## config.mk

```make
export PLATFORM = sky130hd
export DESIGN_NAME = ff5_wb
export DESIGN_NICKNAME = d
export VERILOG_FILES = /design/src/rtl/ff5_wb.sv
export SDC_FILE = /design/constraint.sdc
export NUM_CORES = 1
export LEC_CHECK = 0
export ABC_AREA = 0
export CORE_AREA = 2 2 277 279
export DETAILED_ROUTE_END_ITERATION = 16
export DIE_AREA = 0 0 279 281
export PLACE_DENSITY = 0.49
export SKIP_CTS_REPAIR_TIMING = 1
export SLEW_MARGIN = 30
export SYNTH_ARGS = -nofsm -noshare
export SYNTH_HDL_FRONTEND = slang
export SYNTH_SLANG_ARGS = --single-unit
export TNS_END_PERCENT = 30
```

## constraint.sdc

```tcl
create_clock -name clk -period 4 [get_ports clk]
set_input_delay 1.2 -clock clk [delete_from_list [all_inputs] [get_ports clk]]
set_output_delay 1.2 -clock clk [all_outputs]
set_load 0.05 [all_outputs]
```

## src/rtl/ff5_wb.sv

```systemverilog
// ff5_wb -- final SPU pipeline stage (writeback).
//
// Registers the even/odd pipe results coming out of FF4 and drives the two
// write ports of the 128 x 128-bit register file. Also turns FF4's taken
// branch indication into a one-cycle PC redirect, then squashes younger
// writebacks for SQUASH_CYCLES non-stalled issue cycles.
//
// Optional feature macro: WB_BYPASS_EN (adds a combinational forwarding
// lookup on the registered writeback ports).
//
// Handshake: there is no valid/ready pair. stall=1 freezes every stage
// register and forces both write enables low for that cycle; stall=0 means
// the iff5_* bundle is captured and appears on wb_* one cycle later.
//
// Ports:
//   clk, rst                  clock, synchronous active-high reset
//   stall                     hold stage contents, no capture
//   iff5_*                    FF4 bundle (even/odd results, branch info)
//   wb_we/addr/data_e|o       RF write ports
//   wb_uid_e|o, wb_memory_addr_o  retired bundle information
//   pc_redirect, pc_target    one-cycle redirect pulse and its target
//   squashing                 high while the branch FSM is in SQUASH
//   collision_cnt             saturating count of suppressed even writes
//   qry_addr, fwd_hit, fwd_data   forwarding lookup (WB_BYPASS_EN only)
module ff5_wb #(
  parameter int SQUASH_CYCLES = 2,
  parameter int CNT_W         = 16
) (
  input  logic             clk,
  input  logic             rst,
  input  logic             stall,
  input  logic [6:0]       iff5_rtaddr_e,
  input  logic             iff5_wreg_e,
  input  logic [127:0]     iff5_rt_e,
  input  logic [2:0]       iff5_uid_e,
  input  logic [6:0]       iff5_rtaddr_o,
  input  logic             iff5_wreg_o,
  input  logic [127:0]     iff5_rt_o,
  input  logic [2:0]       iff5_uid_o,
  input  logic [31:0]      iff5_memory_addr_o,
  input  logic             iff5_branch_flag,
  input  logic [31:0]      iff5_branch_target_addr,
  input  logic             iff5_is_in_delayslot,
`ifdef WB_BYPASS_EN
  input  logic [6:0]       qry_addr,
  output logic             fwd_hit,
  output logic [127:0]     fwd_data,
`endif
  output logic             wb_we_e,
  output logic [6:0]       wb_addr_e,
  output logic [127:0]     wb_data_e,
  output logic             wb_we_o,
  output logic [6:0]       wb_addr_o,
  output logic [127:0]     wb_data_o,
  output logic [2:0]       wb_uid_e,
  output logic [2:0]       wb_uid_o,
  output logic [31:0]      wb_memory_addr_o,
  output logic             pc_redirect,
  output logic [31:0]      pc_target,
  output logic             squashing,
  output logic [CNT_W-1:0] collision_cnt
);

  typedef enum logic [1:0] {
    IDLE     = 2'd0,
    REDIRECT = 2'd1,
    SQUASH   = 2'd2
  } state_t;

  state_t     state, state_nxt;
  logic [3:0] sq_cnt, sq_cnt_nxt;
  logic       load_target;
  logic       squash_now;
  logic       collision;

  // Delay-slot bundles are architecturally older than the branch target
  // stream, so they always commit even inside the squash window.
  always_comb begin
    squash_now = (state == SQUASH) & ~iff5_is_in_delayslot;
    collision  = iff5_wreg_e & iff5_wreg_o &
                 (iff5_rtaddr_e == iff5_rtaddr_o) & ~squash_now;
  end

  always_ff @(posedge clk) begin
    if (rst) begin
      state  <= IDLE;
      sq_cnt <= 4'd0;
    end else begin
      state  <= state_nxt;
      sq_cnt <= sq_cnt_nxt;
    end
  end

  always_comb begin
    state_nxt   = state;
    sq_cnt_nxt  = sq_cnt;
    load_target = 1'b0;
    pc_redirect = 1'b0;
    squashing   = 1'b0;
    unique case (state)
      IDLE: begin
        if (iff5_branch_flag && !stall) begin
          state_nxt   = REDIRECT;
          load_target = 1'b1;
        end
      end
      REDIRECT: begin
        // The pulse lasts exactly one cycle; stall does not extend it.
        pc_redirect = 1'b1;
        if (SQUASH_CYCLES == 0) begin
          state_nxt = IDLE;
        end else begin
          state_nxt  = SQUASH;
          sq_cnt_nxt = 4'(SQUASH_CYCLES);
        end
      end
      SQUASH: begin
        squashing = 1'b1;
        if (!stall) begin
          if (sq_cnt <= 4'd1) begin
            state_nxt  = IDLE;
            sq_cnt_nxt = 4'd0;
          end else begin
            sq_cnt_nxt = sq_cnt - 4'd1;
          end
        end
      end
      default: begin
        state_nxt  = IDLE;
        sq_cnt_nxt = 4'd0;
      end
    endcase
  end

  always_ff @(posedge clk) begin
    if (rst) begin
      wb_we_e          <= 1'b0;
      wb_addr_e        <= 7'd0;
      wb_data_e        <= 128'd0;
      wb_we_o          <= 1'b0;
      wb_addr_o        <= 7'd0;
      wb_data_o        <= 128'd0;
      wb_uid_e         <= 3'd0;
      wb_uid_o         <= 3'd0;
      wb_memory_addr_o <= 32'd0;
      pc_target        <= 32'd0;
      collision_cnt    <= '0;
    end else if (stall) begin
      wb_we_e <= 1'b0;
      wb_we_o <= 1'b0;
    end else begin
      wb_addr_e        <= iff5_rtaddr_e;
      wb_data_e        <= iff5_rt_e;
      wb_uid_e         <= iff5_uid_e;
      wb_addr_o        <= iff5_rtaddr_o;
      wb_data_o        <= iff5_rt_o;
      wb_uid_o         <= iff5_uid_o;
      wb_memory_addr_o <= iff5_memory_addr_o;
      // Odd pipe wins a same-address collision.
      wb_we_e          <= iff5_wreg_e & ~squash_now & ~collision;
      wb_we_o          <= iff5_wreg_o & ~squash_now;
      if (collision && (collision_cnt != {CNT_W{1'b1}})) begin
        collision_cnt <= collision_cnt + 1'b1;
      end
    end
    // Target is captured on the branch edge only; it holds afterwards.
    if (!rst && load_target) begin
      pc_target <= iff5_branch_target_addr;
    end
  end

`ifdef WB_BYPASS_EN
  logic hit_o, hit_e;

  always_comb begin
    hit_o   = wb_we_o & (wb_addr_o == qry_addr);
    hit_e   = wb_we_e & (wb_addr_e == qry_addr);
    fwd_hit = hit_o | hit_e;
    if (hit_o) begin
      fwd_data = wb_data_o;
    end else if (hit_e) begin
      fwd_data = wb_data_e;
    end else begin
      fwd_data = 128'd0;
    end
  end
`endif

endmodule

```

* Yosys cells after proc, flatten, opt, wreduce, memory -nomap -nowiden
Index checks and enable logic that the tools add are counted.
Widths: inputs -> output; s select.
** Operators by class
- Add/subtract/negate cells :: 2
- Mux-type cells :: 13
- Eq/ne operators :: 7
- Magnitude comparators :: 1
- Bitwise operators :: 12
- Reduce and logical (&&, ||, !) cells :: 11
** Operators with widths (number)
- $mux 32 :: 2
- $add 16x1->16 const B :: 1
- $ne 16x16->1 const B :: 1
- $pmux 4 s3 :: 1
- $mux 4 :: 2
- $and 1x1->1 :: 7
- $eq 7x7->1 :: 1
- $mux 2 :: 3
- $pmux 2 s3 :: 1
- $not 1->1 :: 5
- $le 4x1->1 const B :: 1
- $mux 1 :: 4
- $ne 2x2->1 const B :: 2
- $reduce_and 2->1 :: 2
- $sub 4x1->4 const B :: 1
- $logic_and 1x1->1 :: 3
- $reduce_and 3->1 :: 1
- $eq 2x1->1 const B :: 1
- $eq 2x2->1 const B :: 1
- $logic_not 1->1 :: 2
- $logic_not 2->1 :: 1
- $ne 2x1->1 const B :: 1
- $reduce_bool 2->1 :: 1
- $reduce_or 2->1 :: 1
** Word-level totals
- Register bits after elaboration :: 364

* Longest topological paths before layout
- Depth in word-level cells :: 6
- Mapped depth :: 9
- Mapped depth without buffers :: 7

* Worst setup path after synthesis
No wires, ideal clock.
- Path kind :: input port to flip-flop
- From :: input stall
- To :: register pc_target[0], enable pin
- Setup time :: 0.428 ns
- Arrival time :: 3.385 ns
- Required time :: 3.572 ns
- Stages on the path :: 4
- Path slack :: 0.187 ns
- Cells stage by stage :: buf_6 > clkbuf_1 > buf_1 > o21bai_1
** Between the ends
- Cells in the longest elaborated chain, start to end :: 6
** Ends and longest elaborated chain
- start: declaration :: line 31 : input logic stall,
- $logic_not 1->1
- $logic_and 1x1->1 :: line 102 : if (iff5_branch_flag && !stall) begin
- $mux 1 :: line 102
- $mux 1 :: line 100 : unique case (state)
- $logic_and 1x1->1 :: line 167 : if (!rst && load_target) begin
- $reduce_bool 2->1 (no source line)
- end signal: assignment :: line 168 : pc_target <= iff5_branch_target_addr;
- end: declaration :: line 59 : output logic [31:0] pc_target,
No other way between the ends.
A chain may end at the register's enable or synchronous reset.

* Worst setup path in the final report
- From :: register state[0]
- To :: output squashing
** Between the ends
- Cells in the longest elaborated chain, start to end :: 2
** Ends and longest elaborated chain
- start: declaration :: line 70 : state_t state, state_nxt;
- start signal: assignment :: line 89 : state <= state_nxt;
- $eq 2x2->1 :: line 100
- $mux 1 :: line 100
- end: declaration :: line 60 : output logic squashing,
No other way between the ends.

==> out/metrics.cfg <==
[critical_path]
critPathArrivalTime_ps = 2170
path_class = reg -> out
crit_fanout = 6
cp-end-kind = output port
ff2ff_path_depth = 7
critPathLaunchType = register
crit_required_ps = 2800
r2r-end = collision_cnt[7]$_SDFFE_PP0P_
reg2reg_slack_ps = 1570
r2r-start = state[0]$_SDFFE_PP0P_

[floorplanning]
rows = 101
core_mm2 = 0.07544
die_w_um = 279
die-area_mm2 = 0.07840
die_height_um = 281
start_util_pct = 17.55
io_pins = 707

[drt]
wl_per_cell_um = 17.00
wl_mm = 49.76
drc = 0
vias_per_cell = 3.847
vias = 11259
dr.pass1.iters = 7
drt_iter0_drc = 331
antenna_left = 0

[placed_design]
gp_congestion = 0.7806
dp_hpwl_mm = 37.08
dp_slack_ps = 317.7
io_buffers = 706

[logic_synthesis]
yosysSeqAreaShare_pct = 57.46
synth-async-reset-ratio_pct = 0
yosys_warnings = 0
avgSynthCellArea_um2 = 10.78
synth_nets = 1582
ys_types = 43
synthTopCellsByArea = dfxtp_1 (50%), mux2i_1 (23%), nor2_1 (9.0%)
synth_seq_cells = 364
synthCells = 1228
yosysTopAreaCell = dfxtp_1
synth_edf_count = 32
synthFlopType = dfxtp_1
synth.cell_area_mm2 = 0.01324
synth_top_area_share_pct = 50.20

[timing]
fin_crit_ps = 3366
fin_tns_setup_ps = 0
skew_ps = 10.15
period_share_pct = 84.16
fmax_ghz = 0.2971
rsz0062_at_grt = no
setup_viol = 0
slew_viol_final = 0
tightest_slew_ps = 909.1
hold_viol_final = 0
slew_headroom_pct = 39.40
final.setup.worst_slack_ps = 633.8

[final_layout]
fillers = 7750
final_util_pct = 30.22
syn2layout_area_growth_pct = 72.22
nets = 2270
drive_above_1_share_pct = 4.520

[grt]
globalRouteOverflowTotal = 0
antenna_found_initial = 1
track_usage_pct = 11.94
first_global_vias = 11497
grt_pass1_wl_mm = 71.68
grt_max_degree = 169

[run]
cap_violations = 0

[power_and_ir_drop]
cellPowerDensity_mw_per_mm2 = 447.2
ir_drop_uv = 275.4
leakage_uw = 0.009243

[hold_path]
whs_path_depth = 2
hold_path.class = reg -> reg
worstHoldStart = sq_cnt[1]$_SDFFE_PP0P_
hold_end = sq_cnt[1]$_SDFFE_PP0P_

[cts]
cts_tree = done
htree_levels = 2
cts_buffers = 45
insertion_delay_ps = 560
cts.sink_count = 364
clk_pin_slew_worst_paths_ps = 60
root_buffer = clkbuf_16
cts_buffer_depth = 3

[run_status]
status = complete, no violations

[where the power goes]
part,internal [uW],total [uW],switching (uW)
Combinational,887,2180,1300
Sequential,3910,4030,114
Clock,2400,3980,1580
[cell usage in the layout (no fill, tap or decap), types with 2 or more instances in the layout]
| cell type | count |
|---|---|
| mux2i_1 | 310 |
| diode_2 | 2 |
| a21oi_1 | 19 |
| nand2b_1 | 2 |
| buf_12 | 4 |
| clkbuf_8 | 9 |
| buf_4 | 10 |
| inv_1 | 5 |
| o21ai_0 | 8 |
| nand4_1 | 7 |
| nand2_1 | 11 |
| clkbuf_16 | 46 |
| o21ai_1 | 8 |
| clkbuf_1 | 16 |
| nand3_1 | 8 |
| dfxtp_1 | 332 |
| nor3_1 | 3 |
| o31ai_1 | 2 |
| bufinv_16 | 2 |
| nor4_1 | 2 |
| clkinv_2 | 2 |
| and3_1 | 3 |
| buf_8 | 2 |
| edfxtp_1 | 32 |
| clkdlybuf4s50_1 | 704 |
| nand4_2 | 2 |
| nor2_1 | 319 |
| and2_1 | 33 |
| xnor2_1 | 6 |
| ha_1 | 7 |
| inv_6 | 2 |
| or3_1 | 12 |
[through the flow]
stage | total power (uW) | cells | area, um2 | hold WS, ps
floorplan | 5349 | 1228 | 13240 | 441.8
global placement | 6288 | 2847 | 21370 | 460.2
detailed placement | 6307 | 2847 | 21370 | 475.4
CTS | 10410 | 2925 | 22800 | 483.7
global route | 10640 | 2926 | 22800 | 516.8
finish | 10200 | 2927 | 22800 | 473.2
[cell type report]
class	instances	area (um2)	area share [%]
diodes	2	5.005	0.02195
clock buffers	71	1335	5.855
clock inverters	7	95.09	0.4171
inverters	6	22.52	0.09878
multi-input cells	779	5280	23.16
flip-flops and latches	364	7607	33.36
well taps	978	1224	5.367
repair buffers	720	7232	31.72
[registers in the layout (all words and copies together) (netlist names), 4 cells and up]
| register | flops |
|---|---|
| wb_addr_e | 7 |
| pc_target | 32 |
| sq_cnt | 4 |
| wb_data_o | 128 |
| wb_addr_o | 7 |
| wb_data_e | 128 |
| wb_memory_addr_o | 32 |
| collision_cnt | 16 |
[worst max-delay path by stage]
stage | slack (ps) | endpoint | startpoint
global placement | 290 | collision_cnt[7]$_SDFFE_PP0P_ | iff5_rtaddr_o[0]
finish | 630 | squashing | state[0]$_SDFFE_PP0P_
CTS | 570 | squashing | state[0]$_SDFFE_PP0P_
floorplan | 190 | pc_target[0]$_SDFFCE_PN0P_ | stall
global route | 500 | squashing | state[0]$_SDFFE_PP0P_
detailed placement | 320 | collision_cnt[7]$_SDFFE_PP0P_ | iff5_rtaddr_o[0]
[logic make-up after synthesis]
family	share of synthesized area (%)
xor+xnor	0.5860
compound gates	1.862
mux	23.44
flops	57.46
buf+inv	2.722
fa+ha+maj	0.6615
simple gates	13.27
[worst max-delay path, cell delays in order (launching register included)]
cell and delay, ps:
dfxtp_1 320, inv_1 110, ha_1 330, clkdlybuf4s50_1 860
[cell usage after synthesis, drive strengths merged (2+ instances only)]
| cell | count |
|---|---|
| buf | 33 |
| nor4 | 2 |
| dfxtp | 332 |
| mux2i | 310 |
| xnor2 | 7 |
| or4 | 2 |
| clkbuf | 46 |
| o21ai | 16 |
| and3 | 3 |
| o31ai | 2 |
| nand2b | 2 |
| inv | 5 |
| nand2 | 11 |
| nand4 | 9 |
| or3 | 12 |
| edfxtp | 32 |
| nor3 | 4 |
| a21oi | 19 |
| nand3 | 8 |
| and2 | 34 |
| ha | 7 |
| nor2 | 319 |
[routing by layer]
layer / share of wire (%) / vias up / track usage [%]
met5: 0 / - / 0
met4: 3.2 / 0 / 4.646
met3: 7.4 / 88 / 3.807
met2: 51 / 409 / 21.84
met1: 38 / 5239 / 12.71
li1: - / 5523 / -
No activity file was read; power rests on OpenSTA's default activity.
